[src/rtl/load_store_unit.sv]
// Load/store unit: issues aligned accesses directly, splits misaligned H/W
// accesses into byte accesses when MISALIGN_SPLIT_EN is defined (otherwise they fault).
module load_store_unit #(
  parameter int ADDR_SIZE = 32,
  parameter int WORD_LEN  = 32
) (
  input  logic                 clk,
  input  logic                 rstn,
  input  logic                 reqValid,
  output logic                 reqReady,
  input  logic                 reqWrite,
  input  logic [2:0]           reqFunct3,
  input  logic [ADDR_SIZE-1:0] reqAddr,
  input  logic [WORD_LEN-1:0]  reqWdata,
  output logic                 respValid,
  output logic [WORD_LEN-1:0]  respData,
  output logic                 respFault,
  output logic                 memWriteEnable,
  output logic [ADDR_SIZE-1:0] memAddr,
  output logic [2:0]           memUnitSize,
  output logic [WORD_LEN-1:0]  memWriteData,
  input  logic [WORD_LEN-1:0]  memReadData
);

  localparam logic [1:0] S_IDLE   = 2'd0;
  localparam logic [1:0] S_ACCESS = 2'd1;
  localparam logic [1:0] S_DONE   = 2'd2;

  localparam logic [2:0] F_B  = 3'b000;
  localparam logic [2:0] F_H  = 3'b001;
  localparam logic [2:0] F_W  = 3'b010;
  localparam logic [2:0] F_BU = 3'b100;
  localparam logic [2:0] F_HU = 3'b101;

  logic [1:0]           state_q,  state_d;
  logic                 write_q,  write_d;
  logic [2:0]           funct3_q, funct3_d;
  logic [ADDR_SIZE-1:0] addr_q,   addr_d;
  logic [WORD_LEN-1:0]  wdata_q,  wdata_d;
  logic                 fault_q,  fault_d;
  logic [WORD_LEN-1:0]  asm_q,    asm_d;
`ifdef MISALIGN_SPLIT_EN
  logic                 split_q,  split_d;
  logic [1:0]           cnt_q,    cnt_d;
  logic [1:0]           last_cnt;
`endif

  logic req_legal;
  logic req_misal;

  always_comb begin
    if (reqWrite) begin
      req_legal = (reqFunct3 == F_B) || (reqFunct3 == F_H) || (reqFunct3 == F_W);
    end else begin
      req_legal = (reqFunct3 == F_B) || (reqFunct3 == F_H) || (reqFunct3 == F_W) ||
                  (reqFunct3 == F_BU) || (reqFunct3 == F_HU);
    end
    req_misal = ((reqFunct3[1:0] == 2'b01) && reqAddr[0]) ||
                ((reqFunct3[1:0] == 2'b10) && (reqAddr[1:0] != 2'b00));
  end

`ifdef MISALIGN_SPLIT_EN
  assign last_cnt = (funct3_q[1:0] == 2'b01) ? 2'd1 : 2'd3;
`endif

  always_comb begin
    state_d  = state_q;
    write_d  = write_q;
    funct3_d = funct3_q;
    addr_d   = addr_q;
    wdata_d  = wdata_q;
    fault_d  = fault_q;
    asm_d    = asm_q;
`ifdef MISALIGN_SPLIT_EN
    split_d  = split_q;
    cnt_d    = cnt_q;
`endif
    case (state_q)
      S_IDLE: begin
        if (reqValid) begin
          write_d  = reqWrite;
          funct3_d = reqFunct3;
          addr_d   = reqAddr;
          wdata_d  = reqWdata;
          asm_d    = '0;
`ifdef MISALIGN_SPLIT_EN
          fault_d  = !req_legal;
          split_d  = req_legal && req_misal;
          cnt_d    = '0;
`else
          fault_d  = !req_legal || req_misal;
`endif
          state_d  = fault_d ? S_DONE : S_ACCESS;
        end
      end
      S_ACCESS: begin
`ifdef MISALIGN_SPLIT_EN
        if (split_q) begin
          if (!write_q) begin
            asm_d[{cnt_q, 3'b000} +: 8] = memReadData[7:0];
          end
          if (cnt_q == last_cnt) begin
            state_d = S_DONE;
          end else begin
            cnt_d = cnt_q + 2'd1;
          end
        end else begin
          if (!write_q) begin
            asm_d = memReadData;
          end
          state_d = S_DONE;
        end
`else
        if (!write_q) begin
          asm_d = memReadData;
        end
        state_d = S_DONE;
`endif
      end
      S_DONE:  state_d = S_IDLE;
      default: state_d = S_IDLE;
    endcase
  end

  // Memory port is driven purely from state so it idles the instant reset asserts.
  always_comb begin
    memWriteEnable = 1'b0;
    memAddr        = '0;
    memUnitSize    = '0;
    memWriteData   = '0;
    if (state_q == S_ACCESS) begin
      memWriteEnable = write_q;
`ifdef MISALIGN_SPLIT_EN
      if (split_q) begin
        memAddr      = addr_q + ADDR_SIZE'(cnt_q);
        memUnitSize  = write_q ? F_B : F_BU;
        memWriteData = write_q ? WORD_LEN'(wdata_q[{cnt_q, 3'b000} +: 8]) : '0;
      end else begin
        memAddr      = addr_q;
        memUnitSize  = funct3_q;
        memWriteData = write_q ? wdata_q : '0;
      end
`else
      memAddr      = addr_q;
      memUnitSize  = funct3_q;
      memWriteData = write_q ? wdata_q : '0;
`endif
    end
  end

  always_comb begin
    reqReady  = (state_q == S_IDLE);
    respValid = (state_q == S_DONE);
    respFault = (state_q == S_DONE) && fault_q;
    respData  = '0;
    if ((state_q == S_DONE) && !fault_q && !write_q) begin
      case (funct3_q)
        F_B:     respData = {{(WORD_LEN-8){asm_q[7]}}, asm_q[7:0]};
        F_H:     respData = {{(WORD_LEN-16){asm_q[15]}}, asm_q[15:0]};
        F_BU:    respData = {{(WORD_LEN-8){1'b0}}, asm_q[7:0]};
        F_HU:    respData = {{(WORD_LEN-16){1'b0}}, asm_q[15:0]};
        default: respData = asm_q;
      endcase
    end
  end

  always_ff @(posedge clk or negedge rstn) begin
    if (!rstn) begin
      state_q  <= S_IDLE;
      write_q  <= 1'b0;
      funct3_q <= '0;
      addr_q   <= '0;
      wdata_q  <= '0;
      fault_q  <= 1'b0;
      asm_q    <= '0;
`ifdef MISALIGN_SPLIT_EN
      split_q  <= 1'b0;
      cnt_q    <= '0;
`endif
    end else begin
      state_q  <= state_d;
      write_q  <= write_d;
      funct3_q <= funct3_d;
      addr_q   <= addr_d;
      wdata_q  <= wdata_d;
      fault_q  <= fault_d;
      asm_q    <= asm_d;
`ifdef MISALIGN_SPLIT_EN
      split_q  <= split_d;
      cnt_q    <= cnt_d;
`endif
    end
  end

endmodule

[config.mk]
export PLATFORM = sky130hd
export DESIGN_NAME = load_store_unit
export DESIGN_NICKNAME = d
export VERILOG_FILES = /design/src/rtl/load_store_unit.sv
export SDC_FILE = /design/constraint.sdc
export NUM_CORES = 1
export LEC_CHECK = 0
export BUFFER_PORTS_ARGS = -buffer_cell sky130_fd_sc_hd__buf_2
export CORE_ASPECT_RATIO = 0.9
export CORE_UTILIZATION = 35
export CTS_BUF_LIST = sky130_fd_sc_hd__clkbuf_8
export CTS_CLUSTER_SIZE = 30
export DETAILED_ROUTE_END_ITERATION = 8
export SETUP_SLACK_MARGIN = 0.1
export SYNTH_ARGS = -nofsm -noshare
export SYNTH_HDL_FRONTEND = slang
export SYNTH_SLANG_ARGS = --single-unit
[constraint.sdc]
create_clock -name clk -period 2.25 [get_ports clk]
set_input_delay 0.45 -clock clk [delete_from_list [all_inputs] [get_ports clk]]
set_output_delay 0.45 -clock clk [all_outputs]
set_load 0.05 [all_outputs]
== After elaboration in Yosys (flattened, before gate mapping) ==
Index checks and enable logic that the tools add are counted.

* Flip-flop bits (word level): 103

* Eq/ne operators: 13
* Muxes and demuxes: 14
* Reductions and logical operators: 21

{| class="wikitable"
|+ Operators with widths
! operator !! number
|-
| 32-bit 2-to-1 mux || 6
|-
| 32-bit one-hot mux with 4 select lines || 1
|-
| 32-bit one-hot mux with 2 select lines || 1
|-
| 3-bit == test (second input constant) || 4
|-
| 3-bit by 1-bit == test with 1-bit output (second input constant) || 2
|-
| 3-bit logical NOT || 2
|-
| 1-bit logical OR || 6
|-
| 1-bit logical AND || 5
|-
| 2-bit by 1-bit == test with 1-bit output (second input constant) || 2
|-
| 2-bit == test (second input constant) || 2
|-
| 2-bit 2-to-1 mux || 2
|-
| 2-bit inequality test (second input constant) || 2
|-
| 2-bit one-hot mux with 2 select lines || 1
|-
| 2-bit nonzero test || 2
|-
| 3-bit by 2-bit == test with 1-bit output (second input constant) || 1
|-
| 1-bit logical NOT || 3
|-
| 3-bit 2-to-1 mux || 1
|-
| 3-bit AND reduction || 1
|-
| 2-bit logical NOT || 1
|-
| 1-bit 2-to-1 mux || 2
|-
| 2-bit AND reduction || 1
|}

== Logic depth before layout (Yosys ltp) ==
* Depth in word-level cells: 11
* Gate-level depth with buffers: 5

== Least setup slack after synthesis ==
No wires, ideal clock.

* Path type: register to output
* From: register write_q
* To: output respData[14]
* Arrival time: 2.041 ns
* Required time: 1.800 ns
* Path slack: -0.241 ns
* Cell stages (with the launch flop): 5
* Buffers on the path: 2
* Path through: dfrtp_1 > or4b_1 > buf_2 > clkbuf_1 > a21oi_1

* Word-level cells in the longest chain between the ends: 3

{| class="wikitable"
|+ Ends and longest elaborated chain
! element !! RTL line !! RTL
|-
| start: declaration || 36 || <nowiki>logic write_q, write_d;</nowiki>
|-
| start signal: assignment || 182 || <nowiki>write_q <= write_d;</nowiki>
|-
| 1-bit logical NOT || 156 || <nowiki>if ((state_q == S_DONE) && !fault_q && !write_q) begin</nowiki>
|-
| 1-bit logical AND || 156 ||
|-
| 32-bit 2-to-1 mux || 156 ||
|-
| end: declaration || 16 || <nowiki>output logic [WORD_LEN-1:0] respData,</nowiki>
|}

No other way between the ends.

== Worst setup path in the final report ==
* From: register write_q
* To: output respData[16]

The elaborated chain is that of the path after synthesis.

==> results.py <==
metrics = {
    "routing": {
        "met1_length_microns": 5750,
        "drt_pass1_iterations": 4,
        "dr_total_vias": 4106,
        "drt-total-wl_microns": 14100,
        "drcViolationCount": 0,
        "top_layer": "met4",
        "dr_wl_met3_microns": 1080,
        "dr_wl_met2_microns": 7090,
        "ant_nets": 0,
        "wire_per_inst_microns": 16.6,
        "drt-initial-drc-count": 161,
        "vias_per_cell": 4.84,
    },
    "timing": {
        "tightestPinTransition_ns": 0.781,
        "final.setup.worst_slack_ns": -0.209,
        "setup_viol": 100,
        "maxSlewHeadroom": 0.479,
        "hold_slack_ns": 0.288,
        "fmax_mhz": 407,
        "fin_crit_ns": 2.46,
        "hold_violations": 0,
        "clock_skew_ns": 0.00855,
        "rsz0062_at_grt": "yes",
        "finalMaxSlewViolations": 0,
        "min_period_over_period": 1.09,
    },
    "global_routing": {
        "grt_pass1_vias": 4259,
        "grt_overflow_total": 0,
        "antenna_found_initial": 0,
        "grt_first_pass_wirelength_microns": 21500,
        "grt_max_degree": 53,
        "grt_use_total": 0.189,
    },
    "power": {
        "power.total_w": 0.00513,
        "ir_drop_mv": 0.521,
        "p_leak_nw": 3.66,
        "power.density_nw_per_um2": 630,
    },
    "setup_path": {
        "r2r-start": "state_q[0]",
        "startpoint": "write_q",
        "worstPathMaxFanout": 6,
        "cp-end-kind": "primary output",
        "path_class": "flop to primary output",
        "r2r_end": "asm_q[26]",
        "cp_data_arrival_time_ns": 2.01,
        "endpoint": "respData[16]",
        "worst_r2r_path_depth": 10,
        "cp-start-kind": "flop",
        "critical_path_required_ns": 1.80,
        "r2r_setup_slack_ns": 0.44,
    },
    "layout": {
        "syn_to_final_growth_pct": 65.5,
        "final_cells": 849,
        "drive_gt1_frac": 0.634,
        "num_antenna_cells": 0,
        "nNetsFinal": 779,
    },
    "outcome": {
        "violations": "setup timing",
        "status": "finished with violations",
    },
    "die": {
        "coreArea_sq_um": 13500,
        "die_h_microns": 114,
        "die_w_microns": 127,
        "ios": 206,
        "die-area_sq_um": 14500,
        "initial_utilization": 0.364,
        "num_rows": 40,
    },
    "yosys": {
        "synth_top_area_cell": "dfrtp_1",
        "synthMuxAreaShare": 0.223,
        "ys_warn_count": 0,
        "synthTopCellsByCount": "103 x dfrtp_1, 69 x mux2_2, 47 x nand2_1",
        "yosys.area_share.simple": 0.145,
        "synth_top_family_by_area": "multiplexers",
        "syn_nets": 548,
        "ys_ff_latch": 103,
        "synthXorXnorAreaFrac": 0,
        "synth.top_cell.area_share": 0.524,
        "synth_compound_gate_area_share": 0.0514,
        "synth_edf_count": 0,
        "synth_cell_types": 24,
        "synth.most_common_cell": "dfrtp_1",
        "avgSynthCellArea_sq_um": 11.1,
        "async_flop_share": 1.00,
        "ys.flop_type": "dfrtp_1",
        "synth_top_cells_by_area": "dfrtp_1 52%, mux2_2 16%, mux2i_1 6.5%, and2_1 4.8%, and3_1 4.1%",
        "syn_inst": 445,
        "synth_area_sq_um": 4920,
        "ys_seq_area_frac": 0.524,
        "synth_fa_ha_area_frac": 0,
    },
    "placement": {
        "place.gp.congestion": 0.748,
        "dp_slack_ns": -0.0396,
        "dp_hpwl_microns": 8720,
        "port_buffers": 205,
        "dp.cells": 802,
    },
    "clock_tree": {
        "path_clk_slew_ns": 0.10,
        "clk_path_buf_depth": 2,
        "cts_buffers": 9,
        "cts_num_sinks": 103,
        "cts_tree": "done",
        "cts_root_buf": "clkbuf_8",
        "htreeDepth": 3,
        "worst_skew_pair.late_latency_ns": 0.38,
    },
    "worst_hold_path": {
        "hold_path_class": "primary input to flop",
    },
    "flow_run": {
        "drv_cap": 0,
    },
}
## report_power, final
| group | internal (W) | total, W | switching, W |
|---|---|---|---|
| clock network | 0.000528 | 0.00123 | 0.000703 |
| logic | 0.000746 | 0.00156 | 0.000812 |
| registers | 0.00217 | 0.00234 | 0.000170 |
| total | 0.00344 | 0.00513 | 0.00169 |
## worst max-delay path: stages (launching register included)
cell and delay, ns:
dfrtp_1 0.39, or4b_4 0.54, o21bai_4 0.22, clkbuf_16 0.19, a21oi_4 0.12, buf_6 0.17
## through the flow
step | TNS (ns) | instance area [sq um] | util
after floorplan | -0.464 | 5200 | -
after global placement | 0 | 6480 | 0.480
after detailed placement | -0.355 | 6480 | 0.480
after CTS | -6.29 | 7550 | 0.559
after global routing | -15.81 | 8140 | 0.603
final | -7.85 | 8140 | 0.603
## state kept, by name, summed over array words and instances (netlist names)
signal and cells:
addr_q 32, asm_q 32, wdata_q 32, funct3_q 3, state_q 2, fault_q 1, write_q 1
## cell type report
class                   count  area, sq um
repair buffers            254         2480
well taps                 168          210
fillers                  1088         5370
flip-flops and latches    103         2580
inverters                  33          124
clock buffers               9          124
clock inverters             7         80.1
multi-input cells         275         2550
## logic make-up after synthesis
group,after synthesis
multiplexers,101
buffers and inverters,67
AND/OR/NAND/NOR,136
AO/OA/AOI/OAI,38
flip-flops,103
## layer usage
metal,vias up,GRT usage
li1,1928,-
met4,0,0.0603
met5,-,0
met2,157,0.316
met1,2007,0.231
met3,14,0.0650
## how the worst min path moves through the flow
stage / cells after the start / from / slack [ns] / end
6_report: 2 / reqWdata[0] / 0.29 / wdata_q[0]
5_1_grt: 2 / reqAddr[2] / 0.26 / addr_q[2]
4_1_cts: 2 / reqWdata[25] / 0.26 / wdata_q[25]
3_5_place_dp: 1 / rstn / 0.39 / asm_q[10]
3_3_place_gp: 1 / rstn / 0.38 / asm_q[11]
2_1_floorplan: 0 / rstn / 0.15 / addr_q[0]
## cell usage in the layout, fill, tap and decap left out, types with 7 or more instances in the layout
| cell type | synthesis | routed |
|---|---|---|
| and2_4 | 0 | 36 |
| nand2_1 | 47 | 47 |
| dfrtp_1 | 103 | 102 |
| a21oi_4 | 0 | 22 |
| inv_1 | 33 | 33 |
| mux2_2 | 69 | 69 |
| buf_6 | 1 | 57 |
| and3_4 | 0 | 17 |
| buf_8 | 0 | 55 |
| nor2_4 | 0 | 9 |
| and3_1 | 32 | 15 |
| buf_4 | 0 | 25 |
| o21ai_0 | 9 | 9 |
| buf_12 | 0 | 7 |
| clkbuf_8 | 0 | 9 |
| buf_2 | 14 | 103 |
| mux2i_1 | 32 | 32 |
## repair_timing
item / 4_1_cts / 5_1_grt
setup endpoints to repair: 100 / 100
hold endpoints to repair: 24 / 0
resized for setup: 219 / 114
pin swaps: 0 / 16
hold buffers: 1 / 0
cloned: 3 / 4
setup buffers: 9 / 14
Note: power is estimated with default switching activity, not from simulation.
